$ cat config.mk
export PLATFORM = sky130hd
export DESIGN_NAME = moore_probe
export DESIGN_NICKNAME = d
export VERILOG_FILES = /design/src/rtl/moore_probe.sv
export SDC_FILE = /design/constraint.sdc
export NUM_CORES = 1
export LEC_CHECK = 0
export CORE_AREA = 8 8 118 201
export CTS_BUF_LIST = sky130_fd_sc_hd__clkbuf_8
export DETAILED_ROUTE_END_ITERATION = 12
export DIE_AREA = 0 0 126 209
export GPL_TIMING_DRIVEN = 0
export SLEW_MARGIN = 20
export SYNTH_ARGS = -nofsm -noshare
export SYNTH_HDL_FRONTEND = slang
export SYNTH_SLANG_ARGS = --single-unit
$ cat constraint.sdc
create_clock -name clk -period 9.08 [get_ports clk]
set_input_delay 2.724 -clock clk [delete_from_list [all_inputs] [get_ports clk]]
set_output_delay 2.724 -clock clk [all_outputs]
set_load 0.1 [all_outputs]
$ cat src/rtl/moore_probe.sv
// Stimulus/checker probe for a Moore-machine lab DUT: golden next-state/output table,
// DUT reset-load, one strobed input per step, and per-step state/output comparison.
module moore_probe #(
  parameter int SW_W   = 2,
  parameter int ST_W   = 3,
  parameter int SETTLE = 1,
  parameter int CNT_W  = 8
) (
  input  logic               clk,
  input  logic               reset,
  input  logic               cfg_we,
  input  logic [ST_W+SW_W-1:0] cfg_addr,
  input  logic [ST_W-1:0]    cfg_next,
  input  logic               cfg_out,
  input  logic [ST_W-1:0]    init_state,
  input  logic               start,
  input  logic               stim_valid,
  input  logic [SW_W-1:0]    stim_sw,
  input  logic               stim_last,
  output logic               stim_ready,
  output logic               dut_reset,
  output logic [ST_W-1:0]    dut_state_in,
  output logic [SW_W-1:0]    dut_sw,
  output logic               dut_ctrl,
  input  logic [ST_W-1:0]    dut_state,
  input  logic               dut_out,
  output logic               res_valid,
  output logic               res_state_err,
  output logic               res_out_err,
  output logic [ST_W-1:0]    res_exp_state,
  output logic [CNT_W-1:0]   res_step,
  output logic [CNT_W-1:0]   err_count,
  output logic               busy,
  output logic               done
);

  localparam int AW    = ST_W + SW_W;
  localparam int DEPTH = 1 << AW;
  localparam int SC_W  = (SETTLE > 1) ? $clog2(SETTLE) : 1;
  localparam logic [SC_W-1:0] SETTLE_LAST = SC_W'(SETTLE - 1);

  localparam logic [2:0] S_IDLE   = 3'd0;
  localparam logic [2:0] S_LOAD   = 3'd1;
  localparam logic [2:0] S_WAIT   = 3'd2;
  localparam logic [2:0] S_READY  = 3'd3;
  localparam logic [2:0] S_DRIVE  = 3'd4;
  localparam logic [2:0] S_SETTLE = 3'd5;
  localparam logic [2:0] S_CHECK  = 3'd6;
  localparam logic [2:0] S_DONE   = 3'd7;

  logic [2:0]      state_r;
  logic [2:0]      state_nxt_s;
  logic [ST_W-1:0] next_tab_r [DEPTH];
  logic            out_tab_r  [DEPTH];
  logic [ST_W-1:0] exp_state_r;
  logic            exp_out_r;
  logic            out_known_r;
  logic            last_r;
  logic [CNT_W-1:0] step_r;
  logic [SC_W-1:0] settle_cnt_r;
  logic            accept_s;
  logic [AW-1:0]   tab_idx_s;
  logic            state_err_s;
  logic            out_err_s;

  assign accept_s  = (state_r == S_READY) && stim_valid;
  assign tab_idx_s = {exp_state_r, stim_sw};

  // Mismatch detection against the expected values of the step in flight
  always_comb begin
    state_err_s = (dut_state != exp_state_r);
    out_err_s   = out_known_r && (dut_out != exp_out_r);
  end

  // Sequencer next-state decode
  always_comb begin
    state_nxt_s = state_r;
    case (state_r)
      S_IDLE: begin
        if (start) state_nxt_s = S_LOAD;
        else       state_nxt_s = S_IDLE;
      end
      S_LOAD:  state_nxt_s = S_WAIT;
      S_WAIT:  state_nxt_s = S_READY;
      S_READY: begin
        if (stim_valid) state_nxt_s = S_DRIVE;
        else            state_nxt_s = S_READY;
      end
      S_DRIVE: state_nxt_s = S_SETTLE;
      S_SETTLE: begin
        if (settle_cnt_r == SETTLE_LAST) state_nxt_s = S_CHECK;
        else                             state_nxt_s = S_SETTLE;
      end
      S_CHECK: begin
        if (last_r) state_nxt_s = S_DONE;
        else        state_nxt_s = S_READY;
      end
      S_DONE:  state_nxt_s = S_IDLE;
      default: state_nxt_s = S_IDLE;
    endcase
  end

  // Golden table storage; writable only while idle
  always_ff @(posedge clk or posedge reset) begin
    if (reset) begin
      for (int i = 0; i < DEPTH; i++) begin
        next_tab_r[i] <= {ST_W{1'b0}};
        out_tab_r[i]  <= 1'b0;
      end
    end else if (cfg_we && (state_r == S_IDLE)) begin
      next_tab_r[cfg_addr] <= cfg_next;
      out_tab_r[cfg_addr]  <= cfg_out;
    end
  end

  // Sequencer state, registered outputs, expectations and counters
  always_ff @(posedge clk or posedge reset) begin
    if (reset) begin
      state_r       <= S_IDLE;
      stim_ready    <= 1'b0;
      dut_reset     <= 1'b0;
      dut_state_in  <= {ST_W{1'b0}};
      dut_sw        <= {SW_W{1'b0}};
      dut_ctrl      <= 1'b0;
      res_valid     <= 1'b0;
      res_state_err <= 1'b0;
      res_out_err   <= 1'b0;
      res_exp_state <= {ST_W{1'b0}};
      res_step      <= {CNT_W{1'b0}};
      err_count     <= {CNT_W{1'b0}};
      busy          <= 1'b0;
      done          <= 1'b0;
      exp_state_r   <= {ST_W{1'b0}};
      exp_out_r     <= 1'b0;
      out_known_r   <= 1'b0;
      last_r        <= 1'b0;
      step_r        <= {CNT_W{1'b0}};
      settle_cnt_r  <= {SC_W{1'b0}};
    end else begin
      state_r    <= state_nxt_s;
      stim_ready <= (state_nxt_s == S_READY);
      dut_reset  <= (state_nxt_s == S_LOAD);
      dut_ctrl   <= (state_nxt_s == S_DRIVE);
      res_valid  <= (state_nxt_s == S_CHECK);
      done       <= (state_nxt_s == S_DONE);
      busy       <= (state_nxt_s != S_IDLE);

      if ((state_r == S_IDLE) && start) begin
        err_count    <= {CNT_W{1'b0}};
        step_r       <= {CNT_W{1'b0}};
        dut_state_in <= init_state;
        exp_state_r  <= init_state;
        out_known_r  <= 1'b0;
      end

      if (accept_s) begin
        dut_sw      <= stim_sw;
        last_r      <= stim_last;
        exp_state_r <= next_tab_r[tab_idx_s];
        exp_out_r   <= out_tab_r[tab_idx_s];
        out_known_r <= 1'b1;
      end

      if (state_r == S_DRIVE) begin
        settle_cnt_r <= {SC_W{1'b0}};
      end else if (state_r == S_SETTLE) begin
        settle_cnt_r <= settle_cnt_r + 1'b1;
      end

      // Results latch on entry to CHECK so they are visible during the CHECK cycle
      if (state_nxt_s == S_CHECK) begin
        res_state_err <= state_err_s;
        res_out_err   <= out_err_s;
        res_exp_state <= exp_state_r;
        res_step      <= step_r;
        step_r        <= step_r + 1'b1;
        if ((state_err_s || out_err_s) && (err_count != {CNT_W{1'b1}})) begin
          err_count <= err_count + 1'b1;
        end
      end
    end
  end

endmodule

==> results.py <==
metrics = {
    "outcome": {
        "status": "completed",
    },
    "sta": {
        "worst_pin_slew_ps": 1034,
        "fmax_ghz": 0.2057,
        "period_minus_slack_ps": 4862,
        "hold_ws_ps": 483.1,
        "skew_ps": 12.23,
        "max_slew_margin_pct": 30.88,
        "hold_violations": 0,
        "rsz0062_at_grt": "false",
        "maxSlewViolCount": 0,
        "fin_crit_sh_pct": 53.55,
        "setup_viol": 0,
    },
    "routing": {
        "drtAntennaViolNets": 0,
        "vias_per_cell": 5.566,
        "vias": 5466,
        "drc": 0,
        "wl_per_cell_um": 21.96,
        "drtIter0Drc": 395,
        "drtPass1Iterations": 5,
        "wirelength_um": 21570,
    },
    "die": {
        "die_area_um2": 26330,
        "rows": 70,
        "io_pins": 56,
        "floorplan.die.height_um": 209,
        "core-area_um2": 20850,
        "die_w_um": 126,
        "initial_core_util_pct": 39.25,
    },
    "critical_path": {
        "cpMaxStageDelayCell": "clkdlybuf4s50_1",
        "cpLargestDelayFamily": "buffers and inverters",
        "start_kind": "flip-flop",
        "cp.arrival_ps": 2140,
        "crit_required_ps": 6360,
        "path_buf_inv": 1,
        "end_kind": "output port",
        "slowest_delay_ps": 1190,
        "path_max_fanout": 5,
        "cp_cell_sequence": "clkdlybuf4s50_1",
        "worst-setup-path-type": "reg2out",
    },
    "global_routing": {
        "grt_pass1_vias": 5906,
        "grt_antenna_before_repair": 0,
        "grt_overflow_total": 0,
        "grt_usage_pct": 17.02,
        "grt_max_degree": 110,
        "grt_pass1_wl_um": 34010,
    },
    "cells_and_area": {
        "synthToLayoutAreaGrowth_pct": 15.43,
        "drive_above_1_share_pct": 26.85,
        "antenna_cells": 0,
        "nets": 745,
        "design_area_um2": 9444,
    },
    "synthesis": {
        "synthTopCellsByCount": "dfrtp_1, mux2_2, nand2_1",
        "yosys_warnings": 0,
        "syn_nets": 674,
        "yosys.area.top_type": "dfrtp_1",
        "synth_top_area_share_pct": 54.44,
        "synth_enable_flop_cells": 0,
        "async_reset_ff_share_pct": 100.0,
        "synth.yosys.seq_area_share_pct": 54.44,
        "syn-cell-area_um2": 8182,
        "ys_seq_elements": 178,
        "yosysMostFrequentCell": "dfrtp_1",
        "syn_area_per_cell_um2": 12.63,
        "synthFlopType": "dfrtp_1",
        "ys_top_cells_by_area": "dfrtp_1, mux2_2, mux4_2, nand2_1, mux2i_1",
        "ys_types": 52,
        "syn_inst": 648,
    },
    "cts": {
        "clk_latency_ps": 460,
        "cts_hold_buf": 0,
        "clk_path_buf_depth": 2,
        "post_cts_buffers": 0,
        "htreeDepth": 4,
        "cts.repair.resized": 0,
        "clkTransAtPathRegs_ps": 90,
        "cts_tree": "done",
        "cts.sinks": 178,
        "cts_root_buf": "clkbuf_8",
        "cts_buffers": 17,
    },
    "hold_path": {
        "hp-class": "reg2reg",
    },
    "placement": {
        "dp_hpwl_um": 16250,
        "postPlaceCellArea_um2": 9042,
        "portBuffers": 51,
        "gp_congestion": 0.8369,
    },
    "power_and_ir_drop": {
        "ir_drop_mv": 0.1017,
        "leakage_nw": 4.416,
        "power_density_nw_per_um2": 277.1,
    },
    "job": {
        "cap_violations": 0,
    },
}
-- per-stage QoR --
stage                     cells  utilization (%)  setup TNS [ps]  power, mW  worst slack, ps
after floorplan             648                -               0      1.801             1526
after global placement      951            43.21          -85480      2.040           -501.7
after detailed placement    952            43.38               0      2.075             3792
after CTS                   982            45.31               0      2.634             4185
after global routing        982            45.31               0      2.744             4161
final                       982            45.31               0      2.617             4218
-- kinds of logic (layout without fill, tap and decap cells) --
family	Yosys count	after routing	synth area share [%]
AND/OR/NAND/NOR	188	188	10.66
flip-flops	178	178	54.44
multiplexers	174	174	26.95
AO/OA/AOI/OAI	51	51	4.374
buffers and inverters	46	128	2.309
XOR/XNOR	9	9	0.9635
adder cells (fa/ha/maj)	2	2	0.3058
-- final cells by class --
type	count	area, um^2
multi-input cells	424	3538
inverters	7	33.78
well taps	252	315.3
repair buffers	52	538.0
clock buffers	19	261.5
plain buffers	39	162.7
clock inverters	11	140.1
flip-flops and latches	178	4454
fillers	1942	11400
-- layout by cell type, fill, tap and decap left out, types with 3 or more instances in the layout --
| master | synthesis | routed |
|---|---|---|
| mux4_2 | 24 | 24 |
| buf_2 | 10 | 10 |
| nand3b_1 | 5 | 5 |
| nor2_1 | 17 | 17 |
| clkdlybuf4s50_1 | 0 | 51 |
| nand3_1 | 17 | 17 |
| nand2_1 | 111 | 111 |
| a22oi_1 | 4 | 4 |
| xnor2_1 | 3 | 3 |
| a31oi_1 | 3 | 3 |
| inv_1 | 5 | 6 |
| mux2_1 | 6 | 6 |
| nor3_1 | 5 | 5 |
| nor2b_1 | 8 | 8 |
| and3_1 | 6 | 6 |
| mux2i_1 | 20 | 20 |
| a211oi_1 | 3 | 3 |
| xor2_1 | 6 | 6 |
| a21oi_1 | 5 | 5 |
| dfrtp_1 | 178 | 178 |
| mux2_2 | 124 | 124 |
| nand4_1 | 5 | 5 |
| clkbuf_8 | 0 | 19 |
| bufinv_16 | 0 | 3 |
| clkbuf_1 | 26 | 26 |
| nor3b_1 | 3 | 3 |
| o21ai_0 | 19 | 19 |
-- registers in the layout (all words and copies together) (netlist names), 2 cells and up --
register,flops
exp_state_r,3
state_r,3
dut_state_in,3
res_exp_state,3
err_count,8
out_tab_r,32
step_r,8
dut_sw,2
next_tab_r,96
res_step,8
-- power by group --
group	internal [mW]	switching (mW)
registers	0.982	0.114
logic	0.310	0.648
clock network	0.282	0.282
-- final timing paths --
check / depth (start not counted) / startpoint / slack (ps) / endpoint
setup / recovery: 1 / err_count[6] / 4220 / err_count[6]
hold / removal: 2 / res_step[4] / 480 / res_step[4]
setup reg to reg: 6 / state_r[0] / 6390 / out_tab_r[1]
hold reg to reg: 2 / res_step[4] / 480 / res_step[4]
max in group asynchronous: 3 / reset / 5430 / next_tab_r[49]
min in group asynchronous: 2 / reset / 2790 / busy
-- layer usage --
metal | GRT usage, % | vias up | wire length (um)
li1 | - | 2457 | -
met1 | 17.54 | 2812 | 7965
met2 | 31.13 | 140 | 11680
met3 | 3.009 | 57 | 809
met4 | 10.64 | 0 | 1111
met5 | 0 | - | 0
-- worst reg2reg max path: stages (launching register included) --
cell     delay [ps]
dfrtp_1         360
buf_2           170
nor4b_2         550
nand2_1         140
nor2_1          620
nand2_1         360
mux2_2          370
(Power assumes the default switching activity.)
